--- src/rtl/mmio_decoder.sv ---
// MMIO decoder: routes processor bus accesses to a synchronous RAM, registered
// output ports and a synchronised input port, and records unmapped writes.
module mmio_decoder #(
  parameter int DATA_W    = 9,
  parameter int ADDR_W    = 9,
  parameter int RAM_AW    = 7,
  parameter int NUM_OUT   = 2,
  parameter int ERR_CNT_W = 8
) (
  input  logic                        clk,
  input  logic                        rst,
  input  logic [ADDR_W-1:0]           addr,
  input  logic [DATA_W-1:0]           dout,
  input  logic                        w,
  output logic [DATA_W-1:0]           din,
  output logic [RAM_AW-1:0]           ram_addr,
  output logic [DATA_W-1:0]           ram_data,
  output logic                        ram_wren,
  input  logic [DATA_W-1:0]           ram_q,
  output logic [NUM_OUT*DATA_W-1:0]   out_ports,
  output logic [NUM_OUT-1:0]          out_strobe,
  input  logic [DATA_W-1:0]           in_port,
  output logic                        bus_err,
  output logic [ADDR_W-1:0]           err_addr,
  output logic [ERR_CNT_W-1:0]        err_cnt
);

  localparam int IW = (NUM_OUT > 1) ? $clog2(NUM_OUT) : 1;
  localparam logic [IW:0] NUM_OUT_L = NUM_OUT[IW:0];

  typedef enum logic [1:0] {
    RGN_RAM  = 2'b00,
    RGN_OUT  = 2'b01,
    RGN_IN   = 2'b10,
    RGN_NONE = 2'b11
  } region_e;

  region_e             region_s;
  logic [RAM_AW-1:0]   offset_s;
  logic [IW-1:0]       index_s;
  logic                hi_zero_s;
  logic                idx_ok_s;
  logic                mapped_s;
  logic                out_wr_s;
  logic                err_wr_s;
  logic [DATA_W-1:0]   rd_port_s;
  logic [DATA_W-1:0]   din_s;

  region_e             sel_region_r;
  logic [IW-1:0]       sel_index_r;
  logic                sel_unmap_r;
  logic [DATA_W-1:0]   port_r [NUM_OUT];
  logic [NUM_OUT-1:0]  out_strobe_r;
  logic [DATA_W-1:0]   in_sync1_r;
  logic [DATA_W-1:0]   in_sync2_r;
  logic                bus_err_r;
  logic [ADDR_W-1:0]   err_addr_r;
  logic [ERR_CNT_W-1:0] err_cnt_r;

  // Address decode: region field, port index and mapped qualification.
  always_comb begin
    offset_s  = addr[RAM_AW-1:0];
    region_s  = region_e'(addr[RAM_AW+1:RAM_AW]);
    index_s   = addr[IW-1:0];
    hi_zero_s = ((addr >> (RAM_AW + 2)) == {ADDR_W{1'b0}});
    idx_ok_s  = ({1'b0, index_s} < NUM_OUT_L) &&
                ((offset_s >> IW) == {RAM_AW{1'b0}});
    case (region_s)
      RGN_RAM: mapped_s = hi_zero_s;
      RGN_OUT: mapped_s = hi_zero_s && idx_ok_s;
      RGN_IN:  mapped_s = hi_zero_s && (offset_s == {RAM_AW{1'b0}});
      default: mapped_s = 1'b0;
    endcase
    out_wr_s = w && mapped_s && (region_s == RGN_OUT);
    err_wr_s = w && !mapped_s;
  end

  assign ram_addr = offset_s;
  assign ram_data = dout;
  assign ram_wren = w && mapped_s && (region_s == RGN_RAM);

  // Read select is captured every cycle so din lines up with the RAM latency.
  always_ff @(posedge clk) begin
    if (rst) begin
      sel_region_r <= RGN_RAM;
      sel_index_r  <= {IW{1'b0}};
      sel_unmap_r  <= 1'b0;
    end else begin
      sel_region_r <= region_s;
      sel_index_r  <= index_s;
      sel_unmap_r  <= !mapped_s;
    end
  end

  // Output port registers and their one-cycle update strobes.
  always_ff @(posedge clk) begin
    if (rst) begin
      for (int k = 0; k < NUM_OUT; k++) begin
        port_r[k] <= {DATA_W{1'b0}};
      end
      out_strobe_r <= {NUM_OUT{1'b0}};
    end else begin
      out_strobe_r <= {NUM_OUT{1'b0}};
      for (int k = 0; k < NUM_OUT; k++) begin
        if (out_wr_s && (index_s == IW'(k))) begin
          port_r[k]       <= dout;
          out_strobe_r[k] <= 1'b1;
        end
      end
    end
  end

  // Two-flop synchroniser for the asynchronous switch input.
  always_ff @(posedge clk) begin
    if (rst) begin
      in_sync1_r <= {DATA_W{1'b0}};
      in_sync2_r <= {DATA_W{1'b0}};
    end else begin
      in_sync1_r <= in_port;
      in_sync2_r <= in_sync1_r;
    end
  end

  // Sticky error flag, first-offender address and saturating counter.
  always_ff @(posedge clk) begin
    if (rst) begin
      bus_err_r  <= 1'b0;
      err_addr_r <= {ADDR_W{1'b0}};
      err_cnt_r  <= {ERR_CNT_W{1'b0}};
    end else if (err_wr_s) begin
      if (err_cnt_r != {ERR_CNT_W{1'b1}}) begin
        err_cnt_r <= err_cnt_r + ERR_CNT_W'(1);
      end
      if (!bus_err_r) begin
        bus_err_r  <= 1'b1;
        err_addr_r <= addr;
      end
    end
  end

  // Read-data mux driven by last cycle's select; RAM data arrives this cycle.
  always_comb begin
    rd_port_s = {DATA_W{1'b0}};
    for (int k = 0; k < NUM_OUT; k++) begin
      rd_port_s = (sel_index_r == IW'(k)) ? port_r[k] : rd_port_s;
    end
    if (sel_unmap_r) begin
      din_s = {DATA_W{1'b0}};
    end else begin
      case (sel_region_r)
        RGN_RAM: din_s = ram_q;
        RGN_OUT: din_s = rd_port_s;
        RGN_IN:  din_s = in_sync2_r;
        default: din_s = {DATA_W{1'b0}};
      endcase
    end
  end

  // Flatten the port array onto the output bus.
  always_comb begin
    out_ports = {(NUM_OUT*DATA_W){1'b0}};
    for (int k = 0; k < NUM_OUT; k++) begin
      out_ports[k*DATA_W +: DATA_W] = port_r[k];
    end
  end

  assign din        = din_s;
  assign out_strobe = out_strobe_r;
  assign bus_err    = bus_err_r;
  assign err_addr   = err_addr_r;
  assign err_cnt    = err_cnt_r;

  mmio_decoder_chk #(
    .ADDR_W (ADDR_W),
    .RAM_AW (RAM_AW)
  ) u_chk (
    .clk      (clk),
    .w        (w),
    .ram_wren (ram_wren),
    .addr     (addr)
  );

endmodule

// Structural invariants of the RAM write enable.
module mmio_decoder_chk #(
  parameter int ADDR_W = 9,
  parameter int RAM_AW = 7
) (
  input logic              clk,
  input logic              w,
  input logic              ram_wren,
  input logic [ADDR_W-1:0] addr
);

  a_wren_needs_w: assert property (@(posedge clk) ram_wren |-> w);
  a_wren_in_ram:  assert property (@(posedge clk)
                    ram_wren |-> ((addr >> RAM_AW) == {ADDR_W{1'b0}}));

endmodule

--- config.mk ---
export PLATFORM = sky130hd
export DESIGN_NAME = mmio_decoder
export DESIGN_NICKNAME = d
export VERILOG_FILES = /design/src/rtl/mmio_decoder.sv
export SDC_FILE = /design/constraint.sdc
export NUM_CORES = 1
export LEC_CHECK = 0
export CAP_MARGIN = 20
export CORE_MARGIN = 3
export CORE_UTILIZATION = 30
export CTS_CLUSTER_SIZE = 12
export DETAILED_ROUTE_END_ITERATION = 6
export MAX_ROUTING_LAYER = met4
export PLACE_DENSITY = 0.62
export SLEW_MARGIN = 40
export SYNTH_ARGS = -nofsm -noshare
export SYNTH_HDL_FRONTEND = slang
export SYNTH_SLANG_ARGS = --single-unit
--- constraint.sdc ---
create_clock -name clk -period 2.1 [get_ports clk]
set_input_delay 0.21 -clock clk [delete_from_list [all_inputs] [get_ports clk]]
set_output_delay 0.21 -clock clk [all_outputs]
set_load 0.1 [all_outputs]
[Word-level counts from Yosys, hierarchy flattened]
Memories as Yosys holds them, arrays and structs flattened.
Index checks and enable logic that the tools add are counted.
Operators by class
  add/subtract/negate cells: 1
  equal/unequal tests: 5
  mux-type cells: 14
  bitwise logic cells: 4
  reductions and logical operators: 13
Operator list (number)
  two-way mux 9 bit: 4
  case mux 9 bit (3 select lines): 1
  logical NOT 7 bit: 2
  adder 8 x 1 -> 8 bit (second input constant): 1
  two-way mux 1 bit: 8
  inequality test 8 bit (second input constant): 1
  logical AND 1 bit: 6
  equality test 2 x 1 -> 1 bit (second input constant): 2
  equality test 2 bit (second input constant): 2
  logical NOT 2 bit: 2
  AND reduction 2 bit: 2
  case mux 1 bit (3 select lines): 1
  inverter 1 bit: 2
  OR 1 bit: 2
  logical NOT 1 bit: 1
Word-level totals
  flip-flop bits (word level): 42
  RAM bits: 18
  input bits: 39
  output and inout bits: 64
  memories kept: 1
Memory list
  port_r: depth 2, width 9, read ports 2, clocked after Yosys merged registers in 0, wr ports 2, line 52  | logic [DATA_W-1:0] port_r [NUM_OUT];

[Logic depth before layout (Yosys ltp)]
Gate-level depths: netlist of the first run.
  depth after elaboration: 9
  gate-level depth with buffers: 6

[Worst setup path after synthesis of the first run]
OpenSTA, ideal clock, no wires.
  path kind: reg-to-output
  from: memory port_r[1][0] (netlist: port_r[0][9])
  to: output din[0]
  arrival: 2568 ps
  path slack: -678 ps
  stages on the path, launching flop included: 4
  path buffers: 0
  cells stage by stage: edfxtp_1 mux2i_1 o22a_1 nor2_1
RTL lines
  start: declaration: line 52
  end: declaration: line 15  | output logic [DATA_W-1:0] din,

[Worst setup path after layout of the first run]
  from: register sel_region_r[0]
  to: output din[0]
Between the ends
  word-level cells in the longest chain between the ends: 3
  elaborated cells between the ends (all ways): 5
Ends and longest elaborated chain
  start: declaration: line 49  | region_e sel_region_r;
  start signal: assignment: line 89  | sel_region_r <= region_s;
  equality test 2 bit (tied with other cells): line 150  | case (sel_region_r)
  case mux 9 bit (3 select lines) *: line 150
  two-way mux 9 bit *: line 147  | if (sel_unmap_r) begin
Every way passes the cells marked *; elsewhere a longest branch is shown, timed or not.

==> results_dict.tcl, run 1 <==
set metrics [dict create \
    via_per_inst 4.67 \
    cts_setup_buffers 0 \
    setup_viol 0 \
    syn_area_mm2 0.00254 \
    finalMaxSlewViolations 0 \
    clkLatencyLatePin_ps 320 \
    cap_violations 0 \
    synth_compound_area_share_pct 12.5 \
    critPathSlowestCell "dfxtp_2" \
    cts_num_sinks 60 \
    grt_max_degree 41 \
    ff2ff_path_depth 6 \
    p_total_w 0.00312 \
    comb_power_share_pct 29.6 \
    met3_usage_pct 5.00 \
    final_cell_mix "65 x buf_4, 38 x clkdlybuf4s50_1, 35 x dfxtp_1, 23 x nor2b_1, 20 x buf_12" \
    path_max_fanout 10 \
    ys_ff_latch 60 \
    syn_avg_cell_area_um2 10.7 \
    fp.dieW_um 98.0 \
    power.density_mw_per_mm2 778 \
    fin_skew_ps 1.52 \
    rows 32 \
    path_clk_slew_ps 60 \
    synth-xor-area-share_pct 0 \
    min_from "in_sync1_r[6]" \
    ys_types 35 \
    synth_cells 238 \
    grt_use_met2_pct 21.1 \
    gr-usage-met1_pct 17.0 \
    report.final.hold_viol_count 0 \
    grt_util_all_layers_pct 13.9 \
    cpPeakStageDelay_ps 440 \
    syn2layout_area_growth_pct 57.8 \
    wl_per_cell_um 14.3 \
    drive_gt1_share_pct 35.3 \
    period_minus_slack_ps 1830 \
    cts_tree "built" \
    cts_max_level 3 \
    relSlewSlack_pct 45.6 \
    cts_made_buffers 9 \
    p_int_w 0.00203 \
    totalWireLength_um 6420 \
    path_cells "nand2b_1, o22a_1, nor2_2, buf_12" \
    switchingPower_w 0.00109 \
    worst-r2r-setup-slack_ps 490 \
    dr_total_vias 2094 \
    overflow 0 \
    crit_buf_inv 1 \
    ys_warn_count 0 \
    power.share.switching_pct 35.0 \
    critPathRequiredTime_ps 1890 \
    synth_fa_ha_area_share_pct 0.492 \
    muxShareOfSynthArea_pct 7.53 \
    hpwl_um 4870 \
    endpoint_kind "primary output" \
    layout_commonest_cell "buf_4" \
    synth_top_family_by_area "simple AND/OR/NAND/NOR gates" \
    status "finished, final reports clean" \
    min_path_type "register to register" \
    drt-initial-drc-count 45 \
    antenna_found_initial 0 \
    cts.path.max_buffers 2 \
    worst-setup-path-type "register to primary output" \
    ir_drop_v 0.000302 \
    dr.pass1.iters 4 \
    min_path_cells 1 \
    tightest_slew_ps 815 \
    die_y_um 98.0 \
    grt_pass1_vias 2117 \
    fin_cells 448 \
    grt_most_used_layer "met2" \
    diodes 0 \
    synth-simple-area-share_pct 17.5 \
    ys_seq_area_share_pct 54.4 \
    syn-num-nets 278 \
    cp_top_family "flip-flops" \
    worst_setup_path_start_kind "register" \
    worstPathArrival_ps 1620 \
    routabilityCongestion 0.839 \
    reg2reg_from "err_cnt[0]" \
    postRouteAntennaNets 0 \
    drc 0 \
    seqPwrFrac_pct 41.2 \
    p_leak_nw 1.56 \
    whs_endpoint "in_sync2_r[6]" \
    power.share.clock_pct 29.1 \
    max_freq_mhz 547 \
    rsz0062_at_grt "false" \
    port_buffers 102 \
    start_util_pct 31.9 \
    clockRootBuffer "clkbuf_8" \
    grt_pass1_wl_um 10300 \
    fp.coreArea_mm2 0.00797 \
    dp.cells 432 \
    reg2reg_to "err_cnt[3]" \
    fin_crit_sh_pct 87.1 \
    fin_nets 381 \
    pin_count 103 \
    dieArea_mm2 0.00961 \
]
[per-layer routing]
metal | wire [um] | vias to the layer above | share of wire (%)
met1 | 2880 | 960 | 45
met3 | 553 | 9 | 8.6
met5 | 0 | - | 0
met4 | 80 | 0 | 1.2
li1 | - | 1042 | -
met2 | 2910 | 83 | 45
[power by group through the flow]
stage / registers, W / clock network [W] / logic, W
floorplan: 0.00153 / 0 / 0.000416
global placement: 0.00131 / 0 / 0.000926
detailed placement: 0.00131 / 0 / 0.000931
CTS: 0.00129 / 0.000950 / 0.000932
global route: 0.00129 / 0.000997 / 0.000960
finish: 0.00129 / 0.000909 / 0.000925
[area by class of cell]
| class | instances | area [um^2] |
|---|---|---|
| Clock buffer | 12 | 155 |
| Clock inverter | 4 | 25.0 |
| Fill cell | 727 | 3960 |
| Inverter | 3 | 11.3 |
| Multi-Input combinational cell | 144 | 1030 |
| Sequential cell | 60 | 1390 |
| Tap cell | 102 | 128 |
| Timing Repair Buffer | 123 | 1270 |
[cells in the mapped netlist]
master / instances / area (um^2)
nand2b_1: 1 / 6.26
nor3_1: 2 / 10.0
mux2_2: 1 / 11.3
a21oi_1: 17 / 85.1
a311o_1: 1 / 10.0
nand3_1: 13 / 65.1
a21o_1: 1 / 7.51
edfxtp_1: 18 / 541
o41ai_1: 2 / 17.5
buf_6: 1 / 11.3
nand2_1: 2 / 7.51
buf_4: 16 / 120
a311oi_1: 1 / 8.76
nor2_1: 14 / 52.6
a311oi_2: 1 / 15.0
nand4_1: 2 / 12.5
o21bai_1: 1 / 7.51
or4_1: 4 / 30.0
or3_1: 2 / 12.5
o22a_1: 9 / 78.8
buf_1: 4 / 15.0
nor4_2: 1 / 12.5
nand3b_1: 1 / 7.51
ha_1: 1 / 12.5
clkbuf_1: 10 / 37.5
o31ai_1: 3 / 22.5
o21ai_0: 11 / 55.1
o21ai_2: 1 / 8.76
dfxtp_1: 42 / 841
clkinv_1: 1 / 3.75
and2_1: 10 / 62.6
mux2i_1: 18 / 180
inv_1: 2 / 7.51
nor4_4: 1 / 21.3
nor2b_1: 23 / 144
[worst max path at each step]
stage               startpoint            to  slack (ps)  cells past startpoint
2_1_floorplan     port_r[0][9]        din[0]        -220                      3
3_3_place_gp           addr[1]  port_r[0][4]          10                      6
3_5_place_dp           addr[8]    err_cnt[5]         -40                      5
4_1_cts            sel_index_r        din[7]          30                      4
5_1_grt        sel_region_r[0]        din[7]         140                      4
6_report       sel_region_r[0]        din[0]         270                      4
[worst reg2reg max path: cells and delay by family, from the launching register on]
kind,cells,cell delay (ps)
AO/OA/AOI/OAI,1,160
adder cells (fa/ha/maj),1,240
buffers and inverters,1,170
flip-flops,1,340
AND/OR/NAND/NOR,3,630
[flip-flops by register name, summed over array words and instances, names as in the netlist]
| name | flops |
|---|---|
| port_r | 18 |
| in_sync1_r | 9 |
| bus_err | 1 |
| out_strobe | 2 |
| in_sync2_r | 9 |
| err_cnt | 8 |
| sel_index_r | 1 |
| sel_region_r | 2 |
| err_addr | 9 |
| sel_unmap_r | 1 |
[repair_timing]
item	CTS	global route
endpoints found under the setup margin	0	9
hold buffers	0	0
resized for setup	0	2
hold endpoints to repair	0	0
[stage by stage]
step / hold slack [ps] / cell area (um^2) / worst slack (ps) / utilization (%) / TNS (ps)
after floorplan: 289 / 2620 / -217 / - / -217
after global placement: 419 / 3830 / 13.7 / 48.0 / 0
after detailed placement: 430 / 3830 / -38.2 / 48.0 / -50.9
after CTS: 415 / 4010 / 32.8 / 50.3 / 0
after global routing: 439 / 4010 / 139 / 50.3 / 0
final: 436 / 4010 / 270 / 50.3 / 0
[logic make-up (layout without fill, tap and decap cells)]
group | count (synthesis) | in the layout
fa+ha+maj | 1 | 1
buf+inv | 34 | 142
simple gates | 76 | 76
flops | 60 | 60
compound gates | 48 | 48
mux | 19 | 19
(Power assumes the default switching activity.)
==> run 2: changes to the inputs <==
Settings changed: CORE_UTILIZATION 30 to 43, PLACE_DENSITY 0.62 to 0.83.
==> run 2 against run 1 <==
Core utilization increased by 22 points. Critical path depth unchanged. Non-clock buffer count increased by 4. Clock power increased by 50%. Routed wire length increased by 2.4%. First-iteration DRC count increased by 78%. Sequential power about the same. Flip-flop and latch count unchanged. Register-to-register slack about the same. Global-route usage increased by 6.7 points. Final cell count decreased by 5.8%. Critical path type unchanged. Largest cell class unchanged. Largest power group is now clock. Highest routed layer unchanged.
==> results_dict.tcl, run 2 (synthesis gave the netlist of run 1 again) <==
set metrics [dict create \
    grt_max_degree 28 \
    path_max_fanout 9 \
    cts_resized 0 \
    ctsHoldBuffers 0 \
    cts_max_level 3 \
    fin_skew_ps 2.15 \
    drt-initial-drc-count 80 \
    wl_met3_um 530 \
    fin_area_mm2 0.00407 \
    period_minus_slack_ps 1990 \
    ir_drop_v 0.000448 \
    totalWireLength_um 6570 \
    clkLatencyLatePin_ps 320 \
    finalMaxSlewViolations 0 \
    power.density_mw_per_mm2 879 \
    endpoint_kind "primary output" \
    port_buffers 102 \
    cap_violations 0 \
    dr.pass1.iters 6 \
    reg2reg_to "err_cnt[4]" \
    seq_area_mm2 0.00139 \
    reg2reg_from "err_cnt[0]" \
    worst-setup-path-type "register to primary output" \
    placed_cell_area_mm2 0.00379 \
    ff2ff_path_depth 6 \
    pin_count 103 \
    wl_met1_um 2760 \
    relSlewSlack_pct 45.6 \
    highest_layer "met4" \
    worst-r2r-setup-slack_ps 480 \
    top_register "port_r" \
    drc 0 \
    cts_setup_buffers 0 \
    wl_met2_um 3220 \
    grt_pass1_wl_um 11100 \
    dieArea_mm2 0.00687 \
    final_cell_mix "71 x buf_4, 38 x clkdlybuf4s50_1, 37 x dfxtp_1, 23 x nor2b_1" \
    worstPathArrival_ps 1780 \
    critPathRequiredTime_ps 1890 \
    postRouteAntennaNets 0 \
    critPathSlowestCell "dfxtp_1" \
    layout_commonest_cell "buf_4" \
    crit_start "sel_index_r" \
    cts.path.max_buffers 2 \
    largest_reg_flops 18 \
    path_cells "mux2i_1, o22a_1, nor2_4, buf_12" \
    fin_crit_sh_pct 95.0 \
    fillers 401 \
    hpwl_um 4890 \
    rsz0062_at_grt "false" \
    report.final.hold_viol_count 0 \
    setup_viol 0 \
    tightest_slew_ps 815 \
    whs_ps 433 \
    cpPeakStageDelay_ps 640 \
    antenna_found_initial 0 \
    finish.utilization_pct 72.5 \
    cts_num_sinks 60 \
    routabilityCongestion 0.867 \
    min_path_type "input port to register" \
    diodes 0 \
    start_util_pct 45.3 \
    dr_total_vias 2173 \
    fin_nets 385 \
    wl_per_cell_um 15.6 \
    syn2layout_area_growth_pct 60.1 \
    grt_pass1_vias 2147 \
    cp-endpoint "din[1]" \
    grt_util_all_layers_pct 20.6 \
    via_per_inst 5.15 \
    fp.coreArea_mm2 0.00561 \
    status "finished, final reports clean" \
    multiInputGateArea_mm2 0.00103 \
    rows 27 \
    max_freq_mhz 502 \
    path_clk_slew_ps 60 \
    cts_tree "built" \
    p_leak_nw 1.61 \
    overflow 0 \
    clockRootBuffer "clkbuf_8" \
    fp.dieW_um 82.9 \
    cts_made_buffers 9 \
    worst_setup_path_start_kind "register" \
    drive_gt1_share_pct 35.7 \
    die_y_um 82.9 \
]
-- run 2: changes by cell type in the layout (fill, tap and decap cells not counted) --
cell        change
buf_12          -2
bufinv_16       +3
dfxtp_1         +2
nand2b_1        -1
clkinv_2        -2
clkbuf_16       +1
clkinvlp_4      -2
nand2b_2        +1
dfxtp_2         -2
buf_4           +6
-- run 2: stage by stage --
stage               total power, W  TNS, ps  instances  worst slack [ps]
finish                     0.00358        0        422               106
global route               0.00370        0        422              39.0
global placement           0.00223     -238        406             -24.3
detailed placement         0.00224    -1250        406             -94.6
CTS                        0.00361        0        422              44.2
floorplan                  0.00194     -217        238              -217
-- run 2: routing by layer --
metal	up-vias	track usage, %
met3	6	6.94
met4	0	6.54
li1	1054	-
met1	1012	25.5
met5	-	-
met2	101	31.9
-- run 2: worst min path at each step --
stage                  start             to  slack (ps)  cells past startpoint
3_3_place_gp   in_sync1_r[2]  in_sync2_r[2]         420                      1
3_5_place_dp   in_sync1_r[5]  in_sync2_r[5]         430                      1
6_report          in_port[3]  in_sync1_r[3]         430                      2
2_1_floorplan        addr[0]  out_strobe[0]         290                      1
5_1_grt           in_port[5]  in_sync1_r[5]         410                      2
4_1_cts           in_port[5]  in_sync1_r[5]         410                      2
-- run 2: critical path, delay by kind of cell, from the launching register on --
| family | cells | cell delay (ps) |
|---|---|---|
| compound gates | 1 | 220 |
| simple gates | 1 | 50 |
| flops | 1 | 640 |
| mux | 1 | 350 |
| buf+inv | 1 | 200 |
-- run 2: final cells by class --
type                            instances  area share (%)
Timing Repair Buffer                  127            31.3
Clock inverter                          3            2.21
Inverter                                3           0.277
Sequential cell                        60            34.1
Tap cell                               72            2.21
Multi-Input combinational cell        144            25.4
Clock buffer                           13            4.43
-- run 2: power by group --
part	switching (W)	total [W]	internal, W
clock network	0.000434	0.00136	0.000926
registers	0.0000434	0.00129	0.00124
logic	0.000633	0.000927	0.000294
==> run 3: changes to the inputs <==
Settings changed: SLEW_MARGIN 40 to 20.
==> results of run 3 <==
No change in the layout: final DEF, timing and power equal those of run 2.
==> RTL edit 1, RTL diff (settings of run 3) <==
Put a register stage on the output `ram_addr`, with the module's reset. The value now appears one clock later. The other outputs are not delayed to match.
--- a/src/rtl/mmio_decoder.sv
+++ b/src/rtl/mmio_decoder.sv
@@ -75,7 +75,13 @@
     err_wr_s = w && !mapped_s;
   end
 
-  assign ram_addr = offset_s;
+  always_ff @(posedge clk) begin
+    if (rst) begin
+      ram_addr <= '0;
+    end else begin
+      ram_addr <= offset_s;
+    end
+  end
   assign ram_data = dout;
   assign ram_wren = w && mapped_s && (region_s == RGN_RAM);
 
Formal check against the unedited RTL: not equivalent (a bounded check fails within 4 cycles, from zero or initial values and one cycle with rst high).
==> RTL edit 1 against run 3 <==
- combinational power shrank 3.5%
- largest cell class unchanged
- area after synthesis increased by 4.5%
- final cell count rose by 0.71%
- power is 6.9% lower
- sequential cell count is 6 higher
- wire length rose by 1.8%
- register-to-register slack got worse by 40 ps
- final area decreased by 2.2%
- setup slack better by 120 ps
- critical path type unchanged
- clock power decreased by 25%
==> RTL edit 1: results <==
[power_and_ir_drop]
vdd_drop_max_uv = 504.1
p_leak_nw = 1.571
p_int_mw = 2.210

[run_status]
status = completed

[sta]
max_slew_margin_pct = 43.90

[worst_setup_path]
worstPathArrival_ps = 1660
r2r_slack_ps = 440

[finish]
multi_input_area_share_pct = 26.78
fillers = 454
seq_share_pct = 37.94
layout.nets = 388
final-clk-cell-share_pct = 4.747

[placement]
place_inst = 409

[detailed_routing]
drt-met1-wl_um = 2833
drt_pre_antenna_iters = 4
post_drt_wl_per_cell_um = 15.74
drt_iter0_drc = 143

[yosys]
synth_seq_cells = 66
synthAdderAreaFrac_pct = 0.4713
synth_area_leaders = dfxtp_1 36%, edfxtp_1 20%, nor2b_1 6.8%
synth_cell_type_count = 38
synth_compound_area_share_pct = 11.78
synthMuxAreaShare_pct = 7.210
seq_area_frac_synth_pct = 56.55

[global_routing]
grt_pass1_wl_um = 10880
grt.total_usage_pct = 19.90
met2_usage_pct = 31.46
gr-usage-met1_pct = 23.94
globalRouteMet3Util_pct = 5.986

[die]
die-area_mm2 = 0.007154
## RTL edit 1: cell types whose count changed in the layout (fill, tap and decap cells not counted), moves of 2 or more
cell,delta
buf_12,-7
buf_4,-2
bufinv_16,-2
clkbuf_1,+2
clkinv_2,+2
dfxtp_1,+4
dfxtp_2,+2
nor2b_1,+6
## RTL edit 1: path summary, 6_finish.rpt
path / from / to / depth (start not counted)
worst max-delay path: sel_region_r[0] / din[0] / 4
worst min register to register: in_sync1_r[3] / in_sync2_r[3] / 1
worst min-delay path: rst / ram_addr[1] / 2
worst max register to register: err_cnt[0] / err_cnt[3] / 6
## RTL edit 1: power groups by stage
stage                     combinational (mW)  sequential, mW  clock (mW)
after floorplan                        0.366            1.70           0
after global placement                 0.889            1.44           0
after detailed placement               0.898            1.44           0
after CTS                              0.900            1.41        1.05
after global routing                   0.926            1.42        1.12
final                                  0.895            1.41        1.02
## RTL edit 1: what timing repair did
action,4_1_cts,5_1_grt
setup endpoints to repair,0,6
gates resized for setup,0,2
hold buffers,0,0
==> RTL edit 2, RTL diff (flow settings as in run 3) <==
Without the edit above. Change the parameter `DATA_W` from 9 to 11.
--- a/src/rtl/mmio_decoder.sv
+++ b/src/rtl/mmio_decoder.sv
@@ -1,7 +1,7 @@
 // MMIO decoder: routes processor bus accesses to a synchronous RAM, registered
 // output ports and a synchronised input port, and records unmapped writes.
 module mmio_decoder #(
-  parameter int DATA_W    = 9,
+  parameter int DATA_W    = 11,
   parameter int ADDR_W    = 9,
   parameter int RAM_AW    = 7,
   parameter int NUM_OUT   = 2,
Ports: changed (6 resized); port bits go from 103 to 117. No check against the original RTL was run, so the function may have changed too.
==> RTL edit 2 against run 3 <==
- power shrank 3.8%
- setup slack gained 150 ps
- sequential power rose by 12%
- register-to-register slack worse by 30 ps
- final area grew 9.6%
- clock power fell by 33%
- count of clock-buffer cells in the layout is the same
- sequential cell count rose by 8
- wire length increased by 12%
- area after synthesis increased by 13%
- highest routed layer unchanged
- non-clock buffer count grew 13
==> RTL edit 2: results <==
[placement]
dp_hpwl_um = 5611
portBuffers = 116
placed_cell_area_mm2 = 0.004295
gp_congestion = 0.8192

[power_and_ir_drop]
vdd_drop_max_uv = 433.2
p_leak_nw = 1.757

[yosys]
synthAdderAreaFrac_pct = 0.4357
synthFlopType = dfxtp_1
synth_area_leaders = dfxtp_1 32%, edfxtp_1 23%, mux2i_1 7.7%
synth_common_cells = 46 x dfxtp_1, 27 x nor2b_1, 22 x edfxtp_1, 22 x mux2i_1, 18 x buf_4
synth_cell_type_count = 34
synth-xor-area-share_pct = 0
synthArstFlopShare_pct = 0
synth_edf_count = 22
seq_area_frac_synth_pct = 55.08
ys_warn_count = 0
synthMuxAreaShare_pct = 8.061
syn_nets = 309
synth_compound_area_share_pct = 11.68

[hold_path]
hold_class = in -> reg

[clocking]
insertion_delay_ps = 330
cts-buffers-inserted = 9
post_cts_buffers = 0
clk_path_buf_depth = 2
root_buffer = clkbuf_8
cts.clk_slew.worst_paths_ps = 60
ctsResizeCount = 0
htreeDepth = 3

[run_status]
status = completed

[global_routing]
grt.total_usage_pct = 19.84
antenna_found_initial = 0
grt_pass1_wl_um = 11180
overflow = 0
grt_pass1_vias = 2332
grt_max_degree = 39

[detailed_routing]
post_drt_wl_per_cell_um = 15.94
drt_pre_antenna_iters = 4
drt_iter0_drc = 75
via_per_inst = 5.164

[worst_setup_path]
cp_max_fo = 11
cpMaxStageDelayCell = mux2i_1
worstPathArrival_ps = 1630
cp_top_family = buffers and inverters
cpPeakStageDelay_ps = 330

[sta]
worst_pin_slew_ps = 715.7
skew_ps = 6.176

[finish]
antenna_cells = 0
drive_gt1_share_pct = 34.46
largestRegisters = port_r (22), in_sync1_r (11), in_sync2_r (11)
layout.nets = 427
-- RTL edit 2: report_power, final --
| part | switching, mW | internal [mW] |
|---|---|---|
| Clock | 0.456 | 0.456 |
| Combinational | 0.743 | 0.337 |
| Sequential | 0.0311 | 1.42 |
-- RTL edit 2: area by class of cell --
| cell class | count | area, µm² |
|---|---|---|
| fill | 459 | 1963 |
| sequential | 68 | 1588 |
| timing repair buffer | 140 | 1424 |
| multi-input combinational | 158 | 1172 |
| clock buffer | 13 | 148.9 |
| tap | 77 | 96.34 |
| clock inverter | 3 | 15.01 |
| inverter | 4 | 15.01 |
-- RTL edit 2: path summary, 6_finish.rpt --
path / start / end / slack [ps] / cells after the start
hold / removal: in_port[0] / in_sync1_r[0] / 430 / 2
hold reg to reg: in_sync1_r[10] / in_sync2_r[10] / 430 / 1
setup reg to reg: err_cnt[0] / err_cnt[5] / 450 / 6
setup / recovery: sel_index_r / din[2] / 260 / 5
-- RTL edit 2: kinds of logic (layout without fill, tap and decap cells) --
family	after synthesis	count (layout)
AO/OA/AOI/OAI	50	50
adder cells (fa/ha/maj)	1	1
buffers and inverters	37	160
flip-flops	68	68
multiplexers	23	23
AND/OR/NAND/NOR	84	84
-- RTL edit 2: routing by layer --
metal | GRT usage [%] | vias to the layer above | part of all wire (%)
li1 | - | 1162 | -
met1 | 22.37 | 1104 | 41
met2 | 31.99 | 112 | 49
met3 | 5.833 | 13 | 8.3
met4 | 9.902 | 0 | 2.0
met5 | - | - | 0
-- RTL edit 2: per-stage QoR --
step	setup slack, ps	setup TNS [ps]	cells
finish	260.9	0	463
global route	164.7	0	463
CTS	207.4	0	463
detailed placement	-29.28	-102.4	447
global placement	8.811	0	447
floorplan	-217.0	-217.0	263
